$ cat src/rtl/qlm_pkg.sv
// Shared helpers for the pipelined approximate log multiplier.
// The width derivations live here so the top module and the encoder agree on them.
package qlm_pkg;

    // Ceiling log2 for elaboration-time width derivation; clog2(1) = 0.
    function automatic int unsigned clog2(input int unsigned v);
        int unsigned r;
        r = 0;
        for (int unsigned i = 0; i < 32; i++) begin
            if ((longint'(1) << i) < longint'(v)) begin
                r = i + 1;
            end
        end
        return r;
    endfunction

    // Width of a leading-one index for an n-bit magnitude.
    function automatic int unsigned kw_of(input int unsigned n);
        return clog2(n);
    endfunction

    // Width of the log-domain sum {k, f} + {k, f}, which cannot overflow.
    function automatic int unsigned lw_of(input int unsigned n, input int unsigned mw);
        return clog2(n) + 1 + mw;
    endfunction

endpackage

$ cat src/rtl/qlm_lod_enc.sv
// Leading-one detector with truncated mantissa extraction for one operand magnitude.
// Purely combinational; the pipeline registers its outputs.
module qlm_lod_enc import qlm_pkg::*; #(
    parameter int unsigned N = 8,
    parameter int unsigned MW = 4,
    localparam int unsigned KW = kw_of(N)
) (
    input  logic [N-1:0]  mag,
    output logic          zero,
    output logic [KW-1:0] k,
    output logic [MW-1:0] f
);

    assign zero = (mag == '0);

    // Highest set bit wins because later iterations overwrite earlier ones.
    always_comb begin
        k = '0;
        for (int i = 0; i < N; i++) begin
            if (mag[i]) begin
                k = KW'(i);
            end
        end
    end

    // Append MW zeros so bits below the leading one shift into f, zero-padded on the right.
    assign f = MW'({mag, {MW{1'b0}}} >> k);

endmodule

$ cat src/rtl/qlm_pipe_mult.sv
// Three-stage valid/ready Mitchell-style log multiplier with a per-operation exact mode.
// Tag and mode travel with each operation; one global advance signal stalls every stage.
module qlm_pipe_mult import qlm_pkg::*; #(
    parameter int unsigned N = 8,
    parameter int unsigned MW = 4,
    parameter int unsigned TAG_W = 4
) (
    input  logic             clk,
    input  logic             rst,
    input  logic             in_valid,
    output logic             in_ready,
    input  logic [N-1:0]     in_x,
    input  logic [N-1:0]     in_y,
    input  logic             in_exact,
    input  logic [TAG_W-1:0] in_tag,
    output logic             out_valid,
    input  logic             out_ready,
    output logic [2*N-1:0]   out_p,
    output logic [TAG_W-1:0] out_tag,
    output logic             out_exact
);

    localparam int unsigned KW = kw_of(N);
    localparam int unsigned LW = lw_of(N, MW);
    localparam int unsigned PW = 2 * N + MW;

    logic adv;

    logic [N-1:0]   mag_x;
    logic [N-1:0]   mag_y;
    logic           zero_x;
    logic           zero_y;
    logic [KW-1:0]  k_x;
    logic [KW-1:0]  k_y;
    logic [MW-1:0]  f_x;
    logic [MW-1:0]  f_y;
    logic [2*N-1:0] prod;

    logic             s1_valid;
    logic             s1_sign;
    logic             s1_zero;
    logic             s1_exact;
    logic [KW-1:0]    s1_kx;
    logic [KW-1:0]    s1_ky;
    logic [MW-1:0]    s1_fx;
    logic [MW-1:0]    s1_fy;
    logic [TAG_W-1:0] s1_tag;
    logic [2*N-1:0]   s1_prod;

    logic [LW-1:0]    log_sum;

    logic             s2_valid;
    logic             s2_sign;
    logic             s2_zero;
    logic             s2_exact;
    logic [LW-1:0]    s2_log;
    logic [TAG_W-1:0] s2_tag;
    logic [2*N-1:0]   s2_prod;

    logic [KW:0]      kp;
    logic [MW-1:0]    fp;
    logic [2*N-1:0]   approx_mag;
    logic [2*N-1:0]   result;

    logic             out_valid_q;
    logic [2*N-1:0]   out_p_q;
    logic [TAG_W-1:0] out_tag_q;
    logic             out_exact_q;

    assign adv      = ~out_valid_q | out_ready;
    assign in_ready = adv;

    // One's-complement magnitude: -1 maps to 0 and the most negative value to max positive.
    assign mag_x = in_x ^ {N{in_x[N-1]}};
    assign mag_y = in_y ^ {N{in_y[N-1]}};

    assign prod = {{N{in_x[N-1]}}, in_x} * {{N{in_y[N-1]}}, in_y};

    qlm_lod_enc #(
        .N  (N),
        .MW (MW)
    ) u_lod_x (
        .mag  (mag_x),
        .zero (zero_x),
        .k    (k_x),
        .f    (f_x)
    );

    qlm_lod_enc #(
        .N  (N),
        .MW (MW)
    ) u_lod_y (
        .mag  (mag_y),
        .zero (zero_y),
        .k    (k_y),
        .f    (f_y)
    );

    assign log_sum = LW'({s1_kx, s1_fx}) + LW'({s1_ky, s1_fy});

    assign kp = s2_log[LW-1:MW];
    assign fp = s2_log[MW-1:0];

    // Antilog: restore the implicit leading one, shift by the integer part, drop the fraction.
    assign approx_mag = (2*N)'((PW'({1'b1, fp}) << kp) >> MW);

    always_comb begin
        result = '0;
        if (s2_exact) begin
            result = s2_prod;
        end else if (!s2_zero) begin
            result = approx_mag ^ {(2*N){s2_sign}};
        end
    end

    always_ff @(posedge clk) begin
        if (rst) begin
            s1_valid    <= 1'b0;
            s2_valid    <= 1'b0;
            out_valid_q <= 1'b0;
            out_p_q     <= '0;
            out_tag_q   <= '0;
            out_exact_q <= 1'b0;
        end else if (adv) begin
            s1_valid    <= in_valid;
            s2_valid    <= s1_valid;
            out_valid_q <= s2_valid;
            if (s2_valid) begin
                out_p_q     <= result;
                out_tag_q   <= s2_tag;
                out_exact_q <= s2_exact;
            end
        end
    end

    // Payload registers need no reset: their valid bits gate every use downstream.
    always_ff @(posedge clk) begin
        if (adv && in_valid) begin
            s1_sign  <= in_x[N-1] ^ in_y[N-1];
            s1_zero  <= zero_x | zero_y;
            s1_exact <= in_exact;
            s1_kx    <= k_x;
            s1_ky    <= k_y;
            s1_fx    <= f_x;
            s1_fy    <= f_y;
            s1_tag   <= in_tag;
            // Only capture the full product when it will be used, to keep the register quiet.
            s1_prod  <= in_exact ? prod : '0;
        end
    end

    always_ff @(posedge clk) begin
        if (adv && s1_valid) begin
            s2_sign  <= s1_sign;
            s2_zero  <= s1_zero;
            s2_exact <= s1_exact;
            s2_log   <= log_sum;
            s2_tag   <= s1_tag;
            s2_prod  <= s1_prod;
        end
    end

    assign out_valid = out_valid_q;
    assign out_p     = out_p_q;
    assign out_tag   = out_tag_q;
    assign out_exact = out_exact_q;

endmodule

$ cat config.mk
export PLATFORM = sky130hd
export DESIGN_NAME = qlm_pipe_mult
export DESIGN_NICKNAME = d
export VERILOG_FILES = /design/src/rtl/qlm_pkg.sv /design/src/rtl/qlm_lod_enc.sv /design/src/rtl/qlm_pipe_mult.sv
export SDC_FILE = /design/constraint.sdc
export NUM_CORES = 1
export LEC_CHECK = 0
export CAP_MARGIN = 40
export CORE_MARGIN = 2
export CORE_UTILIZATION = 43
export DETAILED_ROUTE_END_ITERATION = 12
export GPL_ROUTABILITY_DRIVEN = 0
export PLACE_DENSITY_LB_ADDON = 0.3
export SLEW_MARGIN = 10
export SYNTH_ARGS = -nofsm -noshare
export SYNTH_HDL_FRONTEND = slang
export SYNTH_HIERARCHICAL = 1
export SYNTH_SLANG_ARGS = --single-unit
export TNS_END_PERCENT = 20
$ cat constraint.sdc
create_clock -name clk -period 9.8 [get_ports clk]
set_clock_uncertainty 0.15 [all_clocks]
set_input_delay 1.47 -clock clk [delete_from_list [all_inputs] [get_ports clk]]
set_output_delay 1.47 -clock clk [all_outputs]
set_load 0.05 [all_outputs]
==> impl_metrics.json <==
{
  "tightestPinTransition_ps": 902,
  "dieArea_sq_um": 17700,
  "cts-resized-gates": 0,
  "nets": 872,
  "vias_per_cell": 5.16,
  "num_rows": 47,
  "synth_cells": 709,
  "hold_path_class": "flop to flop",
  "finalHoldViolCount": 0,
  "min_period_ps": 6400,
  "wl_mm": 13.9,
  "timing.setup.tns_ps": 0,
  "critPathRequiredTime_ps": 9750,
  "crit_fanout": 15,
  "die_h_microns": 133,
  "num_vias": 5052,
  "antenna_left": 0,
  "layout_setup_ws_ps": 3400,
  "worst_hold_slack_ps": 270,
  "yosys_register_bits": 92,
  "timing.slew.headroom_pct": 39.7,
  "grt_antenna_before_repair": 0,
  "synth.distinct_cells": 72,
  "grt_pass1_vias": 5003,
  "clk_path_buf_depth": 2,
  "cts_tree": "yes",
  "area_delta_synth_final_pct": 13.4,
  "final_max_slew_viol_count": 0,
  "cts_sinks": 92,
  "postCtsHoldBufs": 0,
  "io_pins": 48,
  "synth_edf_count": 68,
  "drt_first_pass_iters": 7,
  "grt_max_degree": 38,
  "clk_latency_ps": 340,
  "synth.avg_cell_area_sq_um": 10.1,
  "clock_tree.root_cell": "clkbuf_16",
  "die_w_microns": 133,
  "status": "completed",
  "maxCapViolCount": 0,
  "drive_gt1_share_pct": 6.46,
  "n_antenna_cell": 0,
  "place_worst_setup_slack_ps": 3010,
  "ys_top_cells_by_area": "edfxtp_1, fa_1, dfxtp_1, ha_1, inv_1",
  "cp-start-kind": "primary input",
  "cts_max_level": 3,
  "ys_warn_count": 6,
  "dp_cells": 962,
  "rsz0062_at_grt": "no",
  "initial_core_util_pct": 43.6,
  "grt_pass1_wl_mm": 23.8,
  "power.density_nw_per_um2": 192,
  "synth_top_area_share_pct": 28.5,
  "p_leak_nw": 3.30,
  "setup_viol": 0,
  "grt-ovfl-total": 0,
  "final_cells": 979,
  "cts_buffers": 9,
  "fmax_ghz": 0.156,
  "ys_seq_area_share_pct": 35.2,
  "drt-initial-drc-count": 356,
  "coreArea_sq_um": 16500,
  "dpl.hpwl_mm": 10.9,
  "routedWlPerCell_microns": 14.2,
  "grt.total_usage_pct": 16.5,
  "netlist_area_sq_um": 7170,
  "ys.flop_type": "edfxtp_1",
  "worstSetupPathType": "primary input to flop",
  "port_buffers": 47,
  "end_kind": "flop",
  "synth_top_area_cell": "edfxtp_1",
  "cp.arrival_ps": 6350,
  "min_period_over_period_pct": 65.3,
  "drc": 0,
  "postCtsSetupBuffers": 0,
  "path_clk_slew_ps": 70,
  "ir_drop_mv": 0.134,
  "synth_async_sr_flop_share_pct": 0
}
final cells by class:
class / count / area [sq um]
Timing Repair Buffer: 50 / 493
Clock inverter: 7 / 71.3
Tap cell: 220 / 275
Multi-Input combinational cell: 501 / 4170
Fill cell: 1499 / 8330
Sequential cell: 92 / 2520
Inverter: 100 / 375
Clock buffer: 9 / 225
cell families (layout without fill, tap and decap cells):
group                    after synthesis  in the layout  share of synthesized area [%]
multiplexers                           8              8                           1.41
flip-flops                            92             92                           35.2
buffers and inverters                133            166                           7.59
adder cells (fa/ha/maj)               93             93                           22.1
XOR/XNOR                              44             44                           5.48
other                                  1             18                         0.0523
AND/OR/NAND/NOR                      205            205                           15.4
AO/OA/AOI/OAI                        133            133                           12.8
registers in the layout (all words and copies together) (netlist names):
signal,cells
s1_kx,3
out_exact,1
s1_fx,4
s2_zero,1
s1_fy,4
s1_valid,1
out_tag,4
s2_log,8
s1_exact,1
s2_tag,4
s1_zero,1
s2_prod,16
s1_tag,4
s1_sign,1
s1_prod,16
s1_ky,3
out_p,16
out_valid,1
s2_valid,1
s2_exact,1
s2_sign,1
where the power goes:
part | internal (mW) | leakage [nW] | switching [mW] | total, mW
clock | 0.178 | 0.138 | 0.158 | 0.336
sequential | 0.495 | 0.847 | 0.0228 | 0.518
combinational | 0.315 | 2.32 | 0.394 | 0.709
placed cells by master (no fill, tap or decap), drive strengths merged, types with 5 or more instances in the layout:
cell type and instances:
o22ai 5, a21o 6, nand3 11, nand2 52, conb 18, o21a 5, nand2b 8, xnor2 22
dfxtp 24, inv 102, nor2b 16, a21oi 36, nor2 28, clkdlybuf4s50 47, nor4 6, o211ai 11
clkbuf 9, fa 56, edfxtp 68, o21ai 22, or2 5, a31oi 12, ha 37, xor2 22
and2 57
worst paths after layout:
| kind | depth (start not counted) | startpoint | slack, ps | to |
|---|---|---|---|---|
| worst max register to register | 5 | out_valid$_SDFFE_PP0N_ | 7490 | out_p[8]$_SDFFE_PP0P_ |
| worst min register to register | 0 | s1_tag[0]$_DFFE_PP_ | 270 | s2_tag[0]$_DFFE_PP_ |
| worst max-delay path | 15 | in_x[7] | 3400 | s1_prod[15]$_SDFFCE_PN0P_ |
| worst min-delay path | 0 | s1_tag[0]$_DFFE_PP_ | 270 | s2_tag[0]$_DFFE_PP_ |
through the flow:
stage / util [%] / power, mW / cell area (sq um)
detailed placement: 47.5 / 1.23 / 7830
CTS: 49.3 / 1.57 / 8120
global route: 49.4 / 1.69 / 8130
finish: 49.4 / 1.56 / 8130
floorplan: - / 1.08 / 7240
global placement: 47.5 / 1.21 / 7830
critical path, stage by stage:
cell and delay, ps:
clkdlybuf4s50_1 870, nand2_1 250, inv_1 130, fa_1 450, fa_1 520, fa_1 500, inv_1 50, fa_1 470
inv_1 40, ha_1 350, a211o_2 360, o2111ai_1 260, a31oi_1 140, or3_1 300, and3_1 190
synth_stat cells, types with 5 or more instances:
cell type / instances
xnor2_1: 21
nor2_1: 28
xor2_1: 22
edfxtp_1: 68
fa_1: 56
o211ai_1: 9
o21a_1: 5
a31oi_1: 12
and2_1: 56
nor2b_1: 16
inv_1: 100
nand2b_1: 8
nand3_1: 11
clkbuf_1: 20
o22ai_1: 5
ha_1: 37
a21oi_1: 34
dfxtp_1: 24
o21ai_0: 19
a21o_1: 6
nand2_1: 52
layer usage:
| metal | part of all wire [%] | global-route usage, % | up-vias |
|---|---|---|---|
| met2 | 50 | 28.3 | 160 |
| met4 | 2.5 | 6.50 | 0 |
| li1 | - | - | 2446 |
| met3 | 3.8 | 1.33 | 24 |
| met5 | 0 | 0 | - |
| met1 | 44 | 22.0 | 2422 |
Note: power is estimated with default switching activity, not from simulation.
